===== src/rtl/systolic_pkg.sv =====
// Shared definitions for the systolic array sequencer: state encoding and
// default lane geometry.
package systolic_pkg;

  typedef enum logic [1:0] {
    ST_IDLE,
    ST_CLEAR,
    ST_RUN,
    ST_FIN
  } state_e;

  localparam int N_DEF  = 4;
  localparam int DW_DEF = 32;
  localparam int LANE_W = DW_DEF;

endpackage


===== src/rtl/skew_line.sv =====
// Enable-gated delay line of DEPTH stages with synchronous clear; used to
// stagger one edge lane of the systolic array feed.
module skew_line
  import systolic_pkg::*;
#(
  parameter int DEPTH = 1,
  parameter int DW    = LANE_W
) (
  input  logic          clk,
  input  logic          rst_n,
  input  logic          en,
  input  logic          clr,
  input  logic [DW-1:0] d,
  output logic [DW-1:0] q
);

  logic [DEPTH-1:0][DW-1:0] pipe_q, pipe_d;

  always_comb begin
    pipe_d = pipe_q;
    if (clr) begin
      pipe_d = '0;
    end else if (en) begin
      pipe_d[0] = d;
      for (int i = 1; i < DEPTH; i++) pipe_d[i] = pipe_q[i-1];
    end
  end

  always_ff @(posedge clk or negedge rst_n) begin
    if (!rst_n) pipe_q <= '0;
    else        pipe_q <= pipe_d;
  end

  assign q = pipe_q[DEPTH-1];

endmodule


===== src/rtl/systolic_seq.sv =====
// Output-stationary systolic array sequencer: clear, skewed feed, flush, done.
// Optional cycle counter enabled by defining SYSTOLIC_SEQ_PERF_EN.
//
// state | meaning
// IDLE  | waiting for START, K_LEN latched on acceptance
// CLEAR | one-cycle accumulator clear, skew reset, prefetch of k=0
// RUN   | step counter t advances 0..K+2N-2 while HOLD is low
// FIN   | one-cycle DONE pulse, array enable held low
module systolic_seq
  import systolic_pkg::*;
#(
  parameter int N  = N_DEF,
  parameter int DW = LANE_W,
  parameter int KW = 16
) (
  input  logic            CLK,
  input  logic            RST_N,
  input  logic            START,
  input  logic [KW-1:0]   K_LEN,
  input  logic            HOLD,
  output logic            BUF_RD_EN,
  output logic [KW-1:0]   BUF_K,
  input  logic [N*DW-1:0] BUF_A,
  input  logic [N*DW-1:0] BUF_B,
  output logic [N*DW-1:0] ARR_A,
  output logic [N*DW-1:0] ARR_B,
  output logic            ARR_EN,
  output logic            ARR_CLR,
  output logic            BUSY,
  output logic            DONE,
  output logic [31:0]     CYC_CNT
);

  state_e        state_q, state_d;
  logic [KW-1:0] k_q, k_d;
  logic [KW:0]   t_q, t_d;
  logic          clr_q, clr_d, busy_q, busy_d, done_q, done_d;
  logic          pref_q, pref_d, run_q, run_d;

  logic          advance, rd_run, lane_valid;
  logic [KW:0]   t_plus1, t_last, k_ext;

  assign k_ext   = {1'b0, k_q};
  assign t_plus1 = t_q + (KW+1)'(1);
  assign t_last  = k_ext + (KW+1)'(2*N-2);

  always_comb begin
    state_d = state_q;
    k_d     = k_q;
    t_d     = t_q;
    clr_d   = 1'b0;
    done_d  = 1'b0;
    pref_d  = 1'b0;
    busy_d  = busy_q;
    run_d   = run_q;
    case (state_q)
      ST_IDLE: begin
        if (START) begin
          state_d = ST_CLEAR;
          k_d     = K_LEN;
          t_d     = '0;
          clr_d   = 1'b1;
          busy_d  = 1'b1;
          pref_d  = (K_LEN != '0);
        end
      end
      ST_CLEAR: begin
        if (k_q != '0) begin
          state_d = ST_RUN;
          run_d   = 1'b1;
        end else begin
          state_d = ST_FIN;
          busy_d  = 1'b0;
          done_d  = 1'b1;
        end
      end
      ST_RUN: begin
        if (!HOLD) begin
          if (t_q == t_last) begin
            state_d = ST_FIN;
            run_d   = 1'b0;
            busy_d  = 1'b0;
            done_d  = 1'b1;
          end else begin
            t_d = t_plus1;
          end
        end
      end
      default: state_d = ST_IDLE;
    endcase
  end

  always_ff @(posedge CLK or negedge RST_N) begin
    if (!RST_N) begin
      state_q <= ST_IDLE;
      k_q     <= '0;
      t_q     <= '0;
      clr_q   <= 1'b0;
      done_q  <= 1'b0;
      pref_q  <= 1'b0;
      busy_q  <= 1'b0;
      run_q   <= 1'b0;
    end else begin
      state_q <= state_d;
      k_q     <= k_d;
      t_q     <= t_d;
      clr_q   <= clr_d;
      done_q  <= done_d;
      pref_q  <= pref_d;
      busy_q  <= busy_d;
      run_q   <= run_d;
    end
  end

  // HOLD must stall the array in the same cycle, so the enables stay combinational on it.
  assign advance    = run_q & ~HOLD;
  assign rd_run     = advance & (t_plus1 < k_ext);
  assign lane_valid = run_q & (t_q < k_ext);

  assign BUF_RD_EN = pref_q | rd_run;
  assign BUF_K     = rd_run ? t_plus1[KW-1:0] : '0;
  assign ARR_EN    = advance;
  assign ARR_CLR   = clr_q;
  assign BUSY      = busy_q;
  assign DONE      = done_q;

  logic [N*DW-1:0] a_gated, b_gated;
  assign a_gated = lane_valid ? BUF_A : '0;
  assign b_gated = lane_valid ? BUF_B : '0;

  assign ARR_A[DW-1:0] = a_gated[DW-1:0];
  assign ARR_B[DW-1:0] = b_gated[DW-1:0];

  for (genvar i = 1; i < N; i++) begin : g_skew
    skew_line #(.DEPTH(i), .DW(DW)) u_skew_a (
      .clk(CLK), .rst_n(RST_N), .en(advance), .clr(clr_q),
      .d(a_gated[i*DW +: DW]), .q(ARR_A[i*DW +: DW])
    );
    skew_line #(.DEPTH(i), .DW(DW)) u_skew_b (
      .clk(CLK), .rst_n(RST_N), .en(advance), .clr(clr_q),
      .d(b_gated[i*DW +: DW]), .q(ARR_B[i*DW +: DW])
    );
  end

`ifdef SYSTOLIC_SEQ_PERF_EN
  logic [31:0] cyc_q, cyc_d;

  always_comb begin
    cyc_d = cyc_q;
    if (state_q == ST_IDLE && START) cyc_d = '0;
    else if (busy_q)                 cyc_d = cyc_q + 32'd1;
  end

  always_ff @(posedge CLK or negedge RST_N) begin
    if (!RST_N) cyc_q <= '0;
    else        cyc_q <= cyc_d;
  end

  assign CYC_CNT = cyc_q;
`else
  assign CYC_CNT = '0;
`endif

endmodule


===== config.mk =====
export PLATFORM = sky130hd
export DESIGN_NAME = systolic_seq
export DESIGN_NICKNAME = d
export VERILOG_FILES = /design/src/rtl/systolic_pkg.sv /design/src/rtl/skew_line.sv /design/src/rtl/systolic_seq.sv
export SDC_FILE = /design/constraint.sdc
export NUM_CORES = 1
export LEC_CHECK = 0
export CORE_AREA = 2 2 231 233
export DETAILED_ROUTE_END_ITERATION = 10
export DIE_AREA = 0 0 233 235
export GPL_TIMING_DRIVEN = 1
export PLACE_DENSITY = 0.73
export SKIP_CTS_REPAIR_TIMING = 1
export SLEW_MARGIN = 20
export SYNTH_ARGS = -nofsm -noshare
export SYNTH_HDL_FRONTEND = slang
export SYNTH_SLANG_ARGS = --single-unit

===== constraint.sdc =====
create_clock -name CLK -period 4.5 [get_ports CLK]
set_input_delay 1.35 -clock CLK [delete_from_list [all_inputs] [get_ports CLK]]
set_output_delay 1.35 -clock CLK [all_outputs]
set_load 0.02 [all_outputs]

==> results of run 1 <==
flip-flops by register name, indices dropped and copies added (netlist names):
| register | cells |
|---|---|
| state_q | 2 |
| BUSY | 1 |
| g_skew.u_skew_a.q | 96 |
| g_skew.u_skew_b.q | 96 |
| run_q | 1 |
| g_skew.u_skew_a.pipe_q | 96 |
| t_q | 17 |
| pref_q | 1 |
| k_q | 16 |
| g_skew.u_skew_b.pipe_q | 96 |
| DONE | 1 |
| ARR_CLR | 1 |
worst max-delay path, delay by kind of cell (launching register included):
family | cells | cell delay (ps)
simple gates | 6 | 870
compound gates | 3 | 780
flops | 1 | 350
fa+ha+maj | 1 | 330
buf+inv | 2 | 330
xor+xnor | 1 | 150
cells by family (layout without fill, tap and decap cells):
logic type / after synthesis / count (layout) / share of synthesized area, %
simple gates: 621 / 621 / 14.6
mux: 6 / 6 / 0.334
other cells: 1 / 38 / 0.0193
compound gates: 481 / 481 / 17.2
flops: 424 / 424 / 54.5
fa+ha+maj: 38 / 38 / 2.44
buf+inv: 326 / 741 / 9.63
xor+xnor: 29 / 29 / 1.30
layout make-up:
cell class              count  area [sq um]
diodes                      6          15.0
clock buffers              61          1280
clock inverters            19           375
fillers                  4569         24900
inverters                  24          95.1
multi-input cells        1207          7770
flip-flops and latches    424         10600
well taps                 688           861
repair buffers            637          6330
per-stage QoR:
| step | hold slack [ps] | util (%) | std cells |
|---|---|---|---|
| 2_1_floorplan | 466 | - | 1957 |
| 3_3_place_gp | 481 | 47.6 | 2962 |
| 3_5_place_dp | 481 | 47.6 | 2962 |
| 4_1_cts | 502 | 50.7 | 3042 |
| 5_1_grt | 505 | 52.3 | 3065 |
| 6_report | 497 | 52.3 | 3066 |
worst max path at each step:
| stage | endpoint | slack, ps | cells past startpoint |
|---|---|---|---|
| 3_3_place_gp | BUF_K[10] | -120 | 13 |
| 3_5_place_dp | BUF_K[8] | -190 | 13 |
| 5_1_grt | BUF_K[9] | -340 | 13 |
| 4_1_cts | BUF_K[8] | -840 | 13 |
| 6_report | BUF_K[9] | -210 | 13 |
| 2_1_floorplan | BUF_K[10] | 20 | 13 |
where the power goes:
part | switching, mW | total, mW | leakage [nW] | internal, mW
registers | 0.864 | 6.05 | 5.30 | 5.19
logic | 3.23 | 5.93 | 5.98 | 2.70
clock network | 1.59 | 4.11 | 0.793 | 2.52
total | 5.69 | 16.1 | 12.1 | 10.4
layout by cell type (no fill, tap or decap), types with 13 or more instances in the layout:
| master | instances |
|---|---|
| buf_6 | 41 |
| nand3_1 | 13 |
| clkdlybuf4s50_1 | 470 |
| dfrtp_1 | 422 |
| o21ai_0 | 24 |
| nor3b_4 | 21 |
| xor2_1 | 14 |
| nand2_1 | 431 |
| clkbuf_16 | 50 |
| a21oi_1 | 201 |
| buf_4 | 102 |
| a22o_1 | 203 |
| inv_1 | 22 |
| nor2_1 | 19 |
| ha_1 | 35 |
| nor3b_2 | 37 |
| conb_1 | 32 |
| nor2_4 | 17 |
| xnor2_1 | 14 |
metal layers:
layer | track usage, % | share of wire (%) | wire (microns) | vias up
li1 | - | - | - | 7319
met1 | 26.8 | 40 | 24600 | 7880
met2 | 34.0 | 48 | 29200 | 642
met3 | 5.23 | 7.6 | 4620 | 140
met4 | 8.11 | 3.7 | 2270 | 8
met5 | 0 | 0.074 | 45 | -
==> flow_metrics.tcl, run 1 <==
set metrics [dict create \
    status "complete, but fails checks" \
    violations "setup timing" \
    cts_tree "yes" \
    finalSetupViolations 26 \
    synthCells 1926 \
    synth_ff_type "dfrtp_1" \
    synthDistinctLibCells 66 \
    hold_violations 0 \
    grt_pass1_vias 16100 \
    crit_slowest_cell "dfrtp_1" \
    period_minus_slack_ps 4710 \
    crit_path_end_kind "output pin" \
    rr_worst_depth 10 \
    io_buffer_count 552 \
    holdPathStages 1 \
    root_buffer "clkbuf_16" \
    p_leak_nw 12.1 \
    fin_crit_sh_pct 105 \
    finish.instance_area_sq_um 27300 \
    max_cap_viol_count 0 \
    track_usage_pct 20.9 \
    r2r_setup_slack_ps 800 \
    cts_buffer_depth 3 \
    die_area_sq_um 54800 \
    max_freq_mhz 212 \
    fin_nets 2654 \
    ys_seq_area_share_pct 54.5 \
    hold_class "register to register" \
    cp_max_fo 5 \
    cts.clk_slew.worst_paths_ps 60 \
    cp-start-kind "register" \
    routed_wl_microns 60700 \
    initial_core_util_pct 37.3 \
    synth.top_cells.by_area "dfrtp_1, a22o_1, nand2_1" \
    relSlewSlack_pct 28.9 \
    finalWorstSetupSlack_ps -209 \
    cp_slowest_stage_delay_ps 350 \
    grt_pass1_wl_microns 91000 \
    syn_area_per_cell_sq_um 10.1 \
    r2r-end "t_q[6]" \
    hold_path_end "g_skew[2].u_skew_b.pipe_q[10]" \
    crit_start "t_q[2]" \
    ys_ff_latch 424 \
    cts.htree.levels 2 \
    powerDensity_nw_per_um2 589 \
    synth_common_cells "nand2_1, dfrtp_1, a22o_1" \
    row_count 84 \
    cts_buffers 46 \
    clock_skew_ps 30.7 \
    place_worst_setup_slack_ps -195 \
    io_pins 585 \
    yosys.area.top_type_share_pct 54.5 \
    antenna_found_initial 9 \
    async_flop_share_pct 100 \
    grt_max_degree 195 \
    postRouteAntennaNets 0 \
    hpwl_microns 40000 \
    synthToLayoutAreaGrowth_pct 40.5 \
    drtIter0Drc 913 \
    cts_sinks 424 \
    ys_warn_count 0 \
    drc 0 \
    worstSetupPathType "register to output pin" \
    yosysMostFrequentCell "nand2_1" \
    ir_worst_vdd_uv 276 \
    required_ps 3150 \
    hp-start "g_skew[2].u_skew_b.pipe_q[10]" \
    dpl_cell_area_sq_um 24800 \
    tightest_slew_ps 1070 \
    cp.arrival_ps 3360 \
    gr-total-overflow 0 \
    core_sq_um 52200 \
    synth_area_sq_um 19500 \
    report.final.slew_viol_count 0 \
    synth_edf_count 0 \
    num_vias 16000 \
    place_congestion 0.922 \
    worstPathCellList "and3_4, and3_4, and2_4, nand2_2, xnor2_2, ha_1, and3_4, a221o_1, o2111ai_2, a31oi_4, buf_6, nor2_4, buf_6" \
    drive_above_1_share_pct 15.0 \
    fin_total_pwr_mw 16.1 \
    synth_top_area_cell "dfrtp_1" \
    r2r_start "k_q[2]" \
    grt_setup_unrepaired "yes" \
    vias_per_cell 5.21 \
    die_y_microns 235 \
    setup-tns-final_ps -3060 \
    path_common_cell "and3_4" \
    first_pass_iters 5 \
    drt-wirelength-per-cell_microns 19.8 \
    clk_latency_ps 590 \
    dieWidth_microns 233 \
]
Note: power is estimated with default switching activity, not from simulation.
==> run 2: changes to the inputs <==
--- a/config.mk
+++ b/config.mk
@@ -11,7 +11,7 @@
 export GPL_TIMING_DRIVEN = 1
 export PLACE_DENSITY = 0.73
 export SKIP_CTS_REPAIR_TIMING = 1
-export SLEW_MARGIN = 20
+export SLEW_MARGIN = 15
 export SYNTH_ARGS = -nofsm -noshare
 export SYNTH_HDL_FRONTEND = slang
 export SYNTH_SLANG_ARGS = --single-unit
==> run 2 against run 1 <==
The flow still finishes with violations (setup timing). Final cell count unchanged. Non-clock buffer count did not move. Via count is 0.18% lower. Critical path depth unchanged. Global-route usage unchanged. Sequential power hardly changed. Worst hold slack got worse by 1.1 ps. Clock skew decreased by 1.7 ps. Clock power hardly changed. Combinational power about the same. Sequential share of layout area about the same. Critical path type unchanged.
==> flow_metrics.tcl, run 2 (same netlist as run 1, synthesis figures left out) <==
set metrics [dict create \
    status "complete, but fails checks" \
    violations "setup timing" \
    period_minus_slack_ps 4710 \
    fin_total_pwr_mw 16.1 \
    postRouteAntennaNets 0 \
    crit_slowest_cell "dfrtp_1" \
    clock_skew_ps 29.0 \
    finalSetupViolations 25 \
    r2r-end "t_q[6]" \
    grt_max_degree 195 \
    critPathBufInv 2 \
    place_worst_setup_slack_ps -195 \
    utilization_pct 52.3 \
    hp-start "g_skew[3].u_skew_b.pipe_q[17]" \
    routed_wl_microns 60600 \
    die_y_microns 235 \
    holdPathStages 1 \
    crit_path_end_kind "output pin" \
    p_leak_nw 12.1 \
    path_delay_family "simple AND/OR/NAND/NOR gates" \
    synthToLayoutAreaGrowth_pct 40.5 \
    cts_tree "yes" \
    r2r_setup_slack_ps 810 \
    stdcell_count 3066 \
    drc 0 \
    place_congestion 0.922 \
    cp_slowest_stage_delay_ps 350 \
    required_ps 3150 \
    tightest_slew_ps 1260 \
    first_pass_iters 5 \
    cts_buffers 46 \
    fin_nets 2654 \
    drive_above_1_share_pct 15.0 \
    relSlewSlack_pct 15.8 \
    root_buffer "clkbuf_16" \
    cp_max_fo 5 \
    grt_setup_unrepaired "yes" \
    path_common_cell "and3_4" \
    core_sq_um 52200 \
    dieWidth_microns 233 \
    powerDensity_nw_per_um2 588 \
    setup-tns-final_ps -3060 \
    final_common_cell "clkdlybuf4s50_1" \
    grt_pass1_wl_microns 91000 \
    hold_path_end "g_skew[3].u_skew_b.pipe_q[17]" \
    gr-total-overflow 0 \
    holdWs_ps 496 \
    cp-start-kind "register" \
    cts.htree.levels 2 \
    die_area_sq_um 54800 \
    drt-wirelength-per-cell_microns 19.8 \
    fin_crit_sh_pct 105 \
    cts_buffer_depth 3 \
    ir_worst_vdd_uv 276 \
    cp.arrival_ps 3360 \
    vias_per_cell 5.21 \
    clk_latency_ps 580 \
    finish.instance_area_sq_um 27300 \
    report.final.slew_viol_count 0 \
    cts.clk_slew.worst_paths_ps 60 \
    hold_violations 0 \
    cts_sinks 424 \
    track_usage_pct 20.9 \
    initial_core_util_pct 37.3 \
    r2r_start "k_q[2]" \
    row_count 84 \
    rr_worst_depth 10 \
    io_buffer_count 552 \
    antenna_found_initial 9 \
    max_freq_mhz 212 \
    worstSetupPathType "register to output pin" \
    max_cap_viol_count 0 \
    hpwl_microns 40000 \
    drtIter0Drc 955 \
    dpl_cell_area_sq_um 24800 \
    num_vias 16000 \
    final_cell_mix "clkdlybuf4s50_1, nand2_1, dfrtp_1, a22o_1, a21oi_1" \
    finalWorstSetupSlack_ps -213 \
    grt_pass1_vias 16100 \
    dp_cells 2962 \
    io_pins 585 \
    hold_class "register to register" \
    worstPathCellList "and3_4, and3_4, and2_4, nand2_2, xnor2_2, ha_1, and3_4, a221o_1, o2111ai_2, a31oi_4, buf_6, nor2_4, buf_6" \
]
-- run 2: worst register-to-register path, cell delays in order (launching register included) --
cell and delay (ps):
dfrtp_1 450, inv_1 110, buf_4 130, ha_1 570, xor2_1 200, o22ai_1 90, o21ai_0 350, nand4_1 240
nor4_4 800, nor2_4 200, a221o_1 410
-- run 2: area by class of cell --
| class | count | area [sq um] |
|---|---|---|
| repair buffers | 637 | 6330 |
| clock inverters | 19 | 375 |
| flip-flops and latches | 424 | 10600 |
| multi-input cells | 1207 | 7770 |
| well taps | 688 | 861 |
| diodes | 6 | 15.0 |
| inverters | 24 | 95.1 |
| fillers | 4568 | 24900 |
| clock buffers | 61 | 1280 |
-- run 2: worst max path at each step --
stage                start   endpoint  cells after the start
finish              t_q[2]   BUF_K[9]                     13
global route        t_q[2]   BUF_K[9]                     13
CTS                 t_q[2]   BUF_K[8]                     13
detailed placement  t_q[2]   BUF_K[8]                     13
global placement    t_q[2]  BUF_K[10]                     13
floorplan           t_q[3]  BUF_K[10]                     13
-- run 2: power breakdown --
part,switching (mW),internal [mW]
clock network,1.58,2.52
registers,0.863,5.19
logic,3.23,2.70
total,5.68,10.4
-- run 2: metal layers --
| metal | vias to the layer above | GRT usage, % | wire (microns) |
|---|---|---|---|
| met5 | - | 0 | 45 |
| met4 | 8 | 8.11 | 2360 |
| met2 | 617 | 34.0 | 29000 |
| met1 | 7869 | 26.8 | 24700 |
| li1 | 7321 | - | - |
| met3 | 145 | 5.23 | 4540 |
==> run 3: changes to the inputs <==
==> constraint.sdc (replaced) <==
create_clock -name CLK -period 4.5 [get_ports CLK]
set_input_delay 0.45 -clock CLK [delete_from_list [all_inputs] [get_ports CLK]]
set_output_delay 0.45 -clock CLK [all_outputs]
set_load 0.02 [all_outputs]
==> run 3 against run 2 <==
The run now ends clean. Critical path depth shrank 2. Largest cell class unchanged. Worst hold slack got worse by 51 ps. Total power shrank 2.2%. Global-route usage is 0.37 points lower. Critical endpoint is now ARR_A[12]. Sequential power increased by 1%. Clock power decreased by 4%. Routed wire length down 5.0%. Combinational power decreased by 4.6%. Worst setup slack improved by 410 ps.
==> flow_metrics.tcl, run 3 (same netlist as run 1, synthesis figures left out) <==
set metrics [dict create \
    hold_violations 0 \
    max_cap_viol_count 0 \
    final_cell_mix "clkdlybuf4s50_1, nand2_1, dfrtp_1, a22o_1, a21oi_1" \
    hpwl_microns 39300 \
    antenna_found_initial 3 \
    num-fill-cells 4751 \
    drtIter0Drc 1171 \
    vias_per_cell 5.17 \
    grt_pass1_wl_microns 89300 \
    hold_class "input port to register" \
    final_common_cell "clkdlybuf4s50_1" \
    first_pass_iters 6 \
    fin_crit_sh_pct 95.7 \
    cp.arrival_ps 3860 \
    cp-start-kind "register" \
    cts_tree "yes" \
    die_area_sq_um 54800 \
    ir_worst_vdd_uv 380 \
    die_y_microns 235 \
    path_delay_family "compound AO/OA/AOI/OAI gates" \
    cts_buffer_depth 3 \
    io_pins 585 \
    routed_wl_microns 57600 \
    path_common_cell "o21a_1" \
    postRouteAntennaNets 0 \
    cts_sinks 424 \
    track_usage_pct 20.5 \
    core_sq_um 52200 \
    cts.clk_slew.worst_paths_ps 60 \
    p_leak_nw 11.7 \
    clk_latency_ps 600 \
    worstSetupPathType "register to output pin" \
    drc 0 \
    place_worst_setup_slack_ps 380 \
    tightest_slew_ps 1060 \
    cts.htree.levels 2 \
    place_congestion 0.918 \
    grt_setup_unrepaired "no" \
    cp_max_fo 64 \
    report.final.slew_viol_count 0 \
    initial_core_util_pct 37.3 \
    io_buffer_count 552 \
    cts_buffers 47 \
    utilization_pct 50.1 \
    required_ps 4050 \
    dieWidth_microns 233 \
    root_buffer "clkbuf_16" \
    status "finished, final reports clean" \
    cp_slowest_stage_delay_ps 650 \
    max_freq_mhz 232 \
    crit_slowest_cell "clkdlybuf4s50_1" \
    dpl_cell_area_sq_um 24500 \
    synthToLayoutAreaGrowth_pct 34.4 \
    grt_pass1_vias 15600 \
    drt-wirelength-per-cell_microns 19.2 \
    fin_nets 2595 \
    drive_above_1_share_pct 5.28 \
    finalSetupViolations 0 \
    finish.instance_area_sq_um 26200 \
    gr-total-overflow 0 \
    relSlewSlack_pct 29.1 \
    crit_path_end_kind "output pin" \
    grt_max_degree 187 \
    finalWorstSetupSlack_ps 193 \
    period_minus_slack_ps 4310 \
    powerDensity_nw_per_um2 601 \
    critPathBufInv 3 \
    row_count 84 \
    clock_skew_ps 43.9 \
    worstPathCellList "inv_1, ha_1, nor2b_1, o21a_1, o21a_1, o211ai_1, a41oi_1, o21ba_2, buf_6, nor3b_1, clkdlybuf4s50_1" \
    num_vias 15500 \
]
-- run 3: cell count changes in the layout (fill, tap and decap cells not counted), sizes merged --
cell	delta
inv	+1
clkdlybuf4s50	+61
bufinv	-4
diode	-4
buf	-138
dlygate4sd3	+1
clkinvlp	-1
dlymetal6s2s	+20
-- run 3: where the power goes --
part / internal (mW) / switching [mW]
Combinational: 2.58 / 3.08
Clock: 2.34 / 1.60
Sequential: 5.19 / 0.944
-- run 3: metrics by stage --
step / power [mW] / cells / hold slack, ps / TNS, ps
3_3_place_gp: 11.7 / 2919 / 482 / 0
3_5_place_dp: 11.8 / 2919 / 481 / 0
4_1_cts: 15.9 / 2999 / -53.3 / -2800
5_1_grt: 16.6 / 3002 / 432 / 0
6_report: 15.7 / 3002 / 445 / 0
2_1_floorplan: 9.80 / 1957 / 154 / 0
-- run 3: final cells by class --
class | instances | area (sq um) | share of cell area, %
sequential | 424 | 10600 | 40.6
clock inverter | 15 | 268 | 1.02
timing repair buffer | 577 | 5860 | 22.4
multi-input combinational | 1207 | 7150 | 27.3
clock buffer | 65 | 1310 | 5.02
inverter | 24 | 95.1 | 0.363
antenna | 2 | 5.00 | 0.0191
tap | 688 | 861 | 3.29
-- run 3: worst paths after layout --
check                      depth (start not counted)                             to  slack, ps                     startpoint
min in group asynchronous                          2                         pref_q        510                          RST_N
min                                                3                         k_q[6]        440                       K_LEN[6]
max                                               11                      ARR_A[12]        190                         k_q[1]
max reg2reg                                        9                        t_q[16]       1070                         k_q[2]
max in group asynchronous                          3  g_skew[3].u_skew_a.pipe_q[20]       2800                          RST_N
min reg2reg                                        1  g_skew[3].u_skew_a.pipe_q[17]        500  g_skew[3].u_skew_a.pipe_q[17]
-- run 3: metal layers --
metal  up-vias  global-route usage [%]  wire, microns
met3       116                    4.82           4400
li1       7186                       -              -
met2       587                    33.0          27100
met4         2                    7.66           2060
met1      7623                    26.9          24000
met5         -                       0             13
-- run 3: worst register-to-register path: cells and delay by family (launching register included) --
kind	cells	cell delay, ps
buffers and inverters	1	170
adders and majority gates	1	640
AOI/OAI and AO/OA	4	1540
and+or+nand+nor	3	510
DFF	1	430
